File: config.mk
export PLATFORM = sky130hd
export DESIGN_NAME = jesd204b_dll_tx
export DESIGN_NICKNAME = d
export VERILOG_FILES = /design/src/rtl/jesd204b_pkg.sv /design/src/rtl/jesd204b_scrambler32.sv /design/src/rtl/jesd204b_dll_tx.sv
export SDC_FILE = /design/constraint.sdc
export NUM_CORES = 1
export LEC_CHECK = 0
export ABC_CLOCK_PERIOD_IN_PS = 3600
export CAP_MARGIN = 0
export CORE_ASPECT_RATIO = 1.2
export CORE_UTILIZATION = 43
export DETAILED_ROUTE_END_ITERATION = 6
export GPL_TIMING_DRIVEN = 0
export PLACE_DENSITY_LB_ADDON = 0.2
export RECOVER_POWER = 100
export SLEW_MARGIN = 15
export SYNTH_ARGS = -nofsm -noshare
export SYNTH_HDL_FRONTEND = slang
export SYNTH_HIERARCHICAL = 1
export SYNTH_SLANG_ARGS = --single-unit
File: constraint.sdc
create_clock -name clk -period 3.6 [get_ports clk]
set_input_delay 0.54 -clock clk [delete_from_list [all_inputs] [get_ports clk]]
set_output_delay 0.54 -clock clk [all_outputs]
set_load 0.02 [all_outputs]
File: src/rtl/jesd204b_pkg.sv
// JESD204B TX data link layer: shared control characters and state encoding.
// Imported by jesd204b_dll_tx and jesd204b_scrambler32.
package jesd204b_pkg;

    localparam logic [7:0] K28_5 = 8'hBC;  // /K/ code group sync
    localparam logic [7:0] K28_0 = 8'h1C;  // /R/ multiframe start
    localparam logic [7:0] K28_3 = 8'h7C;  // /A/ multiframe end
    localparam logic [7:0] K28_4 = 8'h9C;  // /Q/ config follows
    localparam logic [7:0] K28_7 = 8'hFC;  // /F/ frame end

    localparam logic [14:0] SCR_SEED = 15'h7FFF;

    typedef enum logic [1:0] {
        CGS  = 2'd0,
        ILAS = 2'd1,
        DATA = 2'd2
    } dll_state_e;

endpackage

File: src/rtl/jesd204b_scrambler32.sv
// 32-bit parallel self-synchronous scrambler, 1 + x^14 + x^15, MSB first.
// Ports: clk, rst_n (async, active-low), en (0 reseeds), din[31:0], dout[31:0] (comb).
module jesd204b_scrambler32
    import jesd204b_pkg::*;
(
    input  logic        clk,
    input  logic        rst_n,
    input  logic        en,
    input  logic [31:0] din,
    output logic [31:0] dout
);

    // hist[0] is the most recent scrambled bit, hist[14] the oldest.
    logic [14:0] hist_q;
    logic [14:0] hist_d;

    always_comb begin
        logic [14:0] h;
        logic        s;
        h    = hist_q;
        s    = 1'b0;
        dout = '0;
        for (int i = 31; i >= 0; i--) begin
            s       = din[i] ^ h[13] ^ h[14];
            dout[i] = s;
            h       = {h[13:0], s};
        end
        hist_d = h;
    end

    always_ff @(posedge clk or negedge rst_n) begin
        if (!rst_n) begin
            hist_q <= SCR_SEED;
        end else begin
            hist_q <= en ? hist_d : SCR_SEED;
        end
    end

endmodule

File: src/rtl/jesd204b_dll_tx.sv
// JESD204B per-lane TX data link layer: CGS, ILAS, then user data with
// frame/multiframe character replacement. Optional scrambling: SCRAMBLE_EN.
// Ports: clk, rst_n (async, active-low), sync_n, tx_datain[31:0],
//   ilas_config[111:0] in; tx_ready, tx_dataout[31:0], tx_charisk[3:0],
//   lmfc_pulse out. Octet 0 sits in the MSBs; charisk bit 3 is octet 0.
module jesd204b_dll_tx
    import jesd204b_pkg::*;
#(
    parameter int FRAMES_PER_MULTI = 32,
    parameter int ILAS_MULTI       = 4,
    parameter int SYNC_FILTER      = 4
) (
    input  logic         clk,
    input  logic         rst_n,
    input  logic         sync_n,
    input  logic [31:0]  tx_datain,
    input  logic [111:0] ilas_config,
    output logic         tx_ready,
    output logic [31:0]  tx_dataout,
    output logic [3:0]   tx_charisk,
    output logic         lmfc_pulse
);

    localparam logic [5:0] K_LAST  = 6'(FRAMES_PER_MULTI - 1);
    localparam logic [7:0] MF_LAST = 8'(ILAS_MULTI - 1);
    localparam logic [7:0] O_LAST  = 8'(4 * FRAMES_PER_MULTI - 1);
    localparam logic [7:0] LOW_MAX = 8'(SYNC_FILTER - 1);

    // ILAS multiframe 1 needs octets 0..15 plus /A/.
    if (FRAMES_PER_MULTI < 5 || FRAMES_PER_MULTI > 32) begin : g_bad_k
        $error("jesd204b_dll_tx: FRAMES_PER_MULTI must be 5..32");
    end
    if (SYNC_FILTER < 1 || ILAS_MULTI < 1) begin : g_bad_cfg
        $error("jesd204b_dll_tx: SYNC_FILTER and ILAS_MULTI must be >= 1");
    end

    dll_state_e  state_q, state_d;
    logic [5:0]  lmfc_cnt_q, cnt_d;
    logic [7:0]  mf_q, mf_d;
    logic [7:0]  low_q, low_d;
    logic        trip;
    logic [31:0] dout_d;
    logic [3:0]  kout_d;
    logic [7:0]  oct;
    logic [7:0]  ch;
    logic        isk;
    logic [111:0] cfg_sh;

`ifdef SCRAMBLE_EN
    logic [31:0] scr_out;

    jesd204b_scrambler32 u_scr (
        .clk   (clk),
        .rst_n (rst_n),
        .en    (state_d == DATA),
        .din   (tx_datain),
        .dout  (scr_out)
    );
`else
    logic [7:0] prev_last_q;
`endif

    // All outputs are registered from the *_d values, so every decision
    // below is about the beat that appears after this edge (LMFC tag cnt_d).
    always_comb begin
        cnt_d   = (lmfc_cnt_q == K_LAST) ? 6'd0 : lmfc_cnt_q + 6'd1;
        trip    = !sync_n && (low_q == LOW_MAX);
        low_d   = sync_n ? 8'd0 :
                  (low_q == LOW_MAX) ? low_q : low_q + 8'd1;
        state_d = state_q;
        mf_d    = mf_q;

        unique case (state_q)
            CGS: begin
                if (sync_n && cnt_d == 6'd0) begin
                    state_d = ILAS;
                    mf_d    = 8'd0;
                end
            end
            ILAS: begin
                if (trip) begin
                    state_d = CGS;
                end else if (cnt_d == 6'd0) begin
                    if (mf_q == MF_LAST) state_d = DATA;
                    else mf_d = mf_q + 8'd1;
                end
            end
            DATA: begin
                if (trip) state_d = CGS;
            end
            default: state_d = CGS;
        endcase

        dout_d = '0;
        kout_d = '0;
        oct    = '0;
        ch     = '0;
        isk    = 1'b0;
        cfg_sh = '0;

        unique case (state_d)
            CGS: begin
                dout_d = {4{K28_5}};
                kout_d = 4'hF;
            end
            ILAS: begin
                for (int l = 0; l < 4; l++) begin
                    oct = {cnt_d, 2'(l)};
                    ch  = oct;
                    isk = 1'b0;
                    if (oct == 8'd0) begin
                        ch  = K28_0;
                        isk = 1'b1;
                    end else if (oct == O_LAST) begin
                        ch  = K28_3;
                        isk = 1'b1;
                    end else if (mf_d == 8'd1 && oct == 8'd1) begin
                        ch  = K28_4;
                        isk = 1'b1;
                    end else if (mf_d == 8'd1 && oct <= 8'd15) begin
                        cfg_sh = ilas_config << (8 * (oct - 8'd2));
                        ch     = cfg_sh[111:104];
                    end
                    dout_d[31-8*l -: 8] = ch;
                    kout_d[3-l]         = isk;
                end
            end
            DATA: begin
`ifdef SCRAMBLE_EN
                dout_d = scr_out;
                if (scr_out[7:0] == K28_7 ||
                    (scr_out[7:0] == K28_3 && cnt_d == K_LAST)) begin
                    kout_d = 4'b0001;
                end
`else
                dout_d = tx_datain;
                // tx_ready high means the previous beat was DATA, so
                // prev_last_q holds a valid frame-end octet.
                if (tx_ready && tx_datain[7:0] == prev_last_q) begin
                    dout_d[7:0] = (cnt_d == K_LAST) ? K28_3 : K28_7;
                    kout_d      = 4'b0001;
                end
`endif
            end
            default: ;
        endcase
    end

    always_ff @(posedge clk or negedge rst_n) begin
        if (!rst_n) begin
            state_q    <= CGS;
            lmfc_cnt_q <= '0;
            mf_q       <= '0;
            low_q      <= '0;
            tx_ready   <= 1'b0;
            tx_dataout <= '0;
            tx_charisk <= '0;
            lmfc_pulse <= 1'b0;
        end else begin
            state_q    <= state_d;
            lmfc_cnt_q <= cnt_d;
            mf_q       <= mf_d;
            low_q      <= low_d;
            tx_ready   <= (state_d == DATA);
            tx_dataout <= dout_d;
            tx_charisk <= kout_d;
            lmfc_pulse <= (cnt_d == 6'd0);
        end
    end

`ifndef SCRAMBLE_EN
    always_ff @(posedge clk or negedge rst_n) begin
        if (!rst_n) begin
            prev_last_q <= '0;
        end else if (state_d == DATA) begin
            prev_last_q <= tx_datain[7:0];
        end
    end
`endif

endmodule

Word-level counts from Yosys, hierarchy flattened
Index checks and enable logic that the tools add are counted.
- multiplexer cells: 29
- reductions and logical operators: 12
- magnitude comparators: 4
- eq/ne operators: 11
- $add $sub $neg: 7
- shift-type cells: 4
- operators with widths (cell ; number):
    left shift 112 x 32 -> 112 bit ; 4
    two-way mux 8 bit ; 15
    case mux 32 bit (3 select lines) ; 1
    subtractor 8 x 2 -> 9 bit, second input constant ; 4
    less-or-equal comparator 8 x 4 -> 1 bit, second input constant ; 4
    adder 8 x 1 -> 8 bit, second input constant ; 2
    equality test 8 x 2 -> 1 bit, second input constant ; 2
    case mux 8 bit (2 select lines) ; 1
    equality test 6 x 5 -> 1 bit, second input constant ; 2
    case mux 4 bit (3 select lines) ; 1
    two-way mux 2 bit ; 5
    equality test 8 x 1 -> 1 bit, second input constant ; 1
    equality test 8 bit ; 1
    logical AND 1 bit ; 8
    adder 6 x 1 -> 6 bit, second input constant ; 1
    zero test 6 bit ; 1
    two-way mux 6 bit ; 1
    case mux 2 bit (3 select lines) ; 1
    equality test 2 x 1 -> 1 bit, second input constant ; 2
    equality test 2 bit, second input constant ; 2
    zero test 2 bit ; 2
    two-way mux 1 bit ; 4
    inequality test 2 bit, second input constant ; 1
    zero test 1 bit ; 1
- register bits: 70
- word-level logic and storage cells: 76

Logic depth before layout (Yosys ltp)
- word-level depth: 11
- depth in mapped cells: 12
- depth with buffers taken out: 11

Worst setup path before layout
No wires, ideal clock.
- path type: reg-to-reg
- start point: register lmfc_cnt_q[0]
- end point: register tx_dataout[20]
- path buffers: 1
- library setup time: 0.126 ns
- cell stages (with the launch flop): 11
- setup slack: 0.698 ns
- data arrival time: 2.776 ns
- cells stage by stage: dfrtp_1 ha_1 or4_1 o22ai_2 o21ai_2 or4_1 o211ai_2 nor4_2 buf_4 nor2b_1 o32a_1
- word-level cells in the longest chain between the ends: 11
- elaborated cells on any way between the ends: 25
- classes of those cells: add/sub: 2; order compare: 1; eq/ne: 4; shift: 1; mux: 12; reduce/logical: 5
- RTL lines (item ; line ; source):
    start: declaration ; jesd204b_dll_tx.sv:38 ; logic [5:0] lmfc_cnt_q, cnt_d;
    start signal: assignment ; jesd204b_dll_tx.sv:161 ; lmfc_cnt_q <= cnt_d;
    adder 6 x 1 -> 6 bit or equality test 6 x 5 -> 1 bit (tied branches) ; jesd204b_dll_tx.sv:66 ; cnt_d = (lmfc_cnt_q == K_LAST) ? 6'd0 : lmfc_cnt_q + 6'd1;
    two-way mux 6 bit * ; jesd204b_dll_tx.sv:66 ;
    parallel branches: the longest is 8 deep, another holds subtractor 8 x 2 -> 9 bit ; - ;
    case mux 32 bit (3 select lines) * ; jesd204b_dll_tx.sv:101 ; unique case (state_d)
    via dout_d[20] ; jesd204b_dll_tx.sv:42 ; logic [31:0] dout_d;
    end signal: assignment ; jesd204b_dll_tx.sv:165 ; tx_dataout <= dout_d;
    end: declaration ; jesd204b_dll_tx.sv:19 ; output logic [31:0] tx_dataout,
Mark *: on every way through the listed nets, which the timed path passes.
A chain may end at the register's enable or synchronous reset.

Worst setup path after layout
- start point: register lmfc_cnt_q[0]
- end point: register tx_dataout[27]
- word-level cells in the longest chain between the ends: 11
- elaborated cells on any way between the ends: 24
- classes of those cells: add/sub: 2; order compare: 1; eq/ne: 4; shift: 1; mux: 12; reduce/logical: 4
- RTL lines (item ; line):
    adder 6 x 1 -> 6 bit or equality test 6 x 5 -> 1 bit (tied branches) ; jesd204b_dll_tx.sv:66
    two-way mux 6 bit * ; jesd204b_dll_tx.sv:66
    parallel branches: the longest is 8 deep, another holds subtractor 8 x 2 -> 9 bit ; -
    case mux 32 bit (3 select lines) * ; jesd204b_dll_tx.sv:101
    via dout_d[27] ; jesd204b_dll_tx.sv:42
Marks and branches as above.

==> flow_summary.ini <==
[yosys]
syn_nets = 621
synthCells = 469
ys_seq_area_share_pct = 40.7
async_flop_share_pct = 100
synth-edff-count = 0
synth_warnings = 6
ys_ff_latch = 70
postSynthAreaPerCell_um2 = 9.17
yosysUniqueCellTypes = 59
syn-cell-area_um2 = 4300
synth-main-ff-cell = dfrtp_1

[final_layout]
n_fill_cell = 786
layout_commonest_cell = clkdlybuf4s50_1
drive_gt1_share_pct = 9.27
syn_to_final_growth_pct = 53.7
antenna_cells = 0
final_core_util_pct = 68.7
fin_nets = 819
final_cell_mix = 145 x clkdlybuf4s50_1, 70 x dfrtp_1, 69 x nand2_1
fin_cells = 792

[drt]
via_per_inst = 5.60
drt-met1-wl_um = 5780
initialDrtViolationCount = 317
dr_total_vias = 4436
wl_met3_um = 1030
firstDrtPassIters = 6
final_antenna_net_count = 0
highest_layer = met4
wl_per_cell_um = 18.7
met2_wirelength_um = 7500
drc = 0
wl_um = 14800

[floorplan]
die_w_um = 93.3
core_um2 = 9610
die-area_um2 = 10400
die_y_um = 112
row_count = 39
floorplan.initialDensity_pct = 44.7
boundaryPins = 185

[sta]
setup_viol = 0
slew_headroom_pct = -31.7
postLayoutSetupSlackWorst_ns = 0.181
slew_viol_final = 37
clock.fmax_ghz = 0.292
whs_ns = 0.496
fin_crit_sh_pct = 95.0
fin_crit_ns = 3.42
skew_ns = 0.00466
worst_pin_slew_ns = 1.98
rsz0062_at_grt = false
finalHoldViolCount = 0

[min_path]
hold_class = reg -> reg
hold_depth = 2
min_to = prev_last_q[4]$_DFFE_PN0N_
worstHoldStart = prev_last_q[4]$_DFFE_PN0N_

[clock_tree]
htree_levels = 3
clock_latency_ns = 0.34
clock_sinks = 70
numCtsBuffers = 9
cts_tree = done
clock_path_buffers = 2
path_clk_slew_ns = 0.05
cts_hold_buf = 0
root_buffer = clkbuf_16

[placed_design]
gp_congestion = 0.896
dp.cells = 777
hpwl_um = 11600
place_ws_ns = -0.0412
numPortBuffers = 184

[critical_path]
required_ns = 3.83
crit_fanout = 10
crit_family = simple AND/OR/NAND/NOR gates
setup.worst_path.start_class = flip-flop
r2r-end = tx_dataout[27]$_DFF_PN0_
worstPathArrival_ns = 3.65
worst-path-buf-inv = 2
slowest_stage = or4_1
reg2reg_from = lmfc_cnt_q[0]$_DFF_PN0_
r2r_cells = 11
rrSetupSlack_ns = 0.18
worstPathCellList = ha_1, or4_1, o22ai_2, o21ai_2, buf_6, nor4_2, o211ai_2, nor4_2, clkbuf_4, nand3_1, a31oi_1
crit_top_cell = nor4_2
cp-end-kind = flip-flop
setup.worst_path.class = reg -> reg
slowest_delay_ns = 0.56

[global_routing]
gr-total-overflow = 0
grt_antenna_before_repair = 0
grt_max_degree = 37
grt_pass1_vias = 4631
grt_pass1_wl_um = 23800
grt_usage_pct = 30.3

[power]
total_power_mw = 2.54
power_density_nw_per_um2 = 384
leakage_nw = 2.57
ir_worst_vdd_v = 0.000222

[run_status]
violations = capacitance limit, slew limit
outcome = finished, violations left

[job]
max_cap_violations = 1
-- registers in the layout, summed over array words and instances (netlist names) --
signal       flops
state_q          2
tx_dataout      32
low_q            8
lmfc_pulse       1
prev_last_q      8
tx_charisk       4
lmfc_cnt_q       6
mf_q             8
tx_ready         1
-- repair_timing --
item	in CTS	in global routing
buffers inserted	0	2
endpoints found under the setup margin	0	14
gates resized for setup	0	5
-- synth_stat cells (8+ instances only) --
master	instances	area share, %
a21oi_1	32	3.7
clkbuf_1	14	1.2
dfrtp_1	70	41
inv_1	8	0.70
mux2i_1	18	4.2
mux4_2	15	7.9
nand2_1	69	6.0
nand3_1	29	3.4
nor2_1	42	3.7
nor3_1	10	1.2
o21ai_0	22	2.6
o21ai_1	10	1.2
xnor2_1	12	2.4
-- cell families (layout without fill, tap and decap cells) --
group / Yosys count / count (layout) / synth area share, %
AND/OR/NAND/NOR: 197 / 197 / 22.1
AO/OA/AOI/OAI: 106 / 106 / 15.4
flip-flops: 70 / 70 / 40.7
buffers and inverters: 39 / 239 / 4.28
multiplexers: 35 / 35 / 12.6
XOR/XNOR: 17 / 17 / 3.46
adder cells (fa/ha/maj): 5 / 5 / 1.45
-- final cells by class --
| class | count | area, um2 | share of cell area, % |
|---|---|---|---|
| sequential | 70 | 1750 | 26.5 |
| inverter | 11 | 41.3 | 0.625 |
| buffer | 28 | 145 | 2.20 |
| multi-input combinational | 360 | 2380 | 36.1 |
| clock buffer | 11 | 243 | 3.67 |
| clock inverter | 2 | 35.0 | 0.530 |
| timing repair buffer | 187 | 1860 | 28.1 |
| tap | 123 | 154 | 2.33 |
-- metrics by stage --
step	setup TNS, ns	instance area, um2
2_1_floorplan	0	4300
3_3_place_gp	-30.63	6300
3_5_place_dp	-0.0527	6310
4_1_cts	0	6590
5_1_grt	0	6610
6_report	0	6610
-- where the power goes --
group | leakage, nW | switching, mW | internal, mW
combinational | 1.60 | 0.347 | 0.358
clock | 0.137 | 0.318 | 0.542
sequential | 0.830 | 0.0635 | 0.907
-- how the worst max path moves through the flow --
stage,to,slack [ns],cells after the start,startpoint
after floorplan,tx_dataout[20]$_DFF_PN0_,0.70,10,lmfc_cnt_q[0]$_DFF_PN0_
after global placement,tx_dataout[15]$_DFF_PN0_,-0.44,1,rst_n
after detailed placement,tx_dataout[27]$_DFF_PN0_,-0.04,10,sync_n
after CTS,tx_dataout[28]$_DFF_PN0_,0.05,10,lmfc_cnt_q[0]$_DFF_PN0_
after global routing,tx_dataout[30]$_DFF_PN0_,0.01,11,lmfc_cnt_q[0]$_DFF_PN0_
final,tx_dataout[27]$_DFF_PN0_,0.18,11,lmfc_cnt_q[0]$_DFF_PN0_
-- worst register-to-register path: cells and delay by family, from the launching register on --
kind / cells / cell delay, ns
buf+inv: 2 / 0.47
fa+ha+maj: 1 / 0.32
flops: 1 / 0.46
simple gates: 4 / 1.30
compound gates: 4 / 0.77
-- routing by layer --
layer,global-route usage [%],vias up
li1,-,2091
met4,13.9,0
met2,52.4,197
met3,6.22,40
met1,35.9,2108
met5,0,-
No activity file was read; power rests on OpenSTA's default activity.
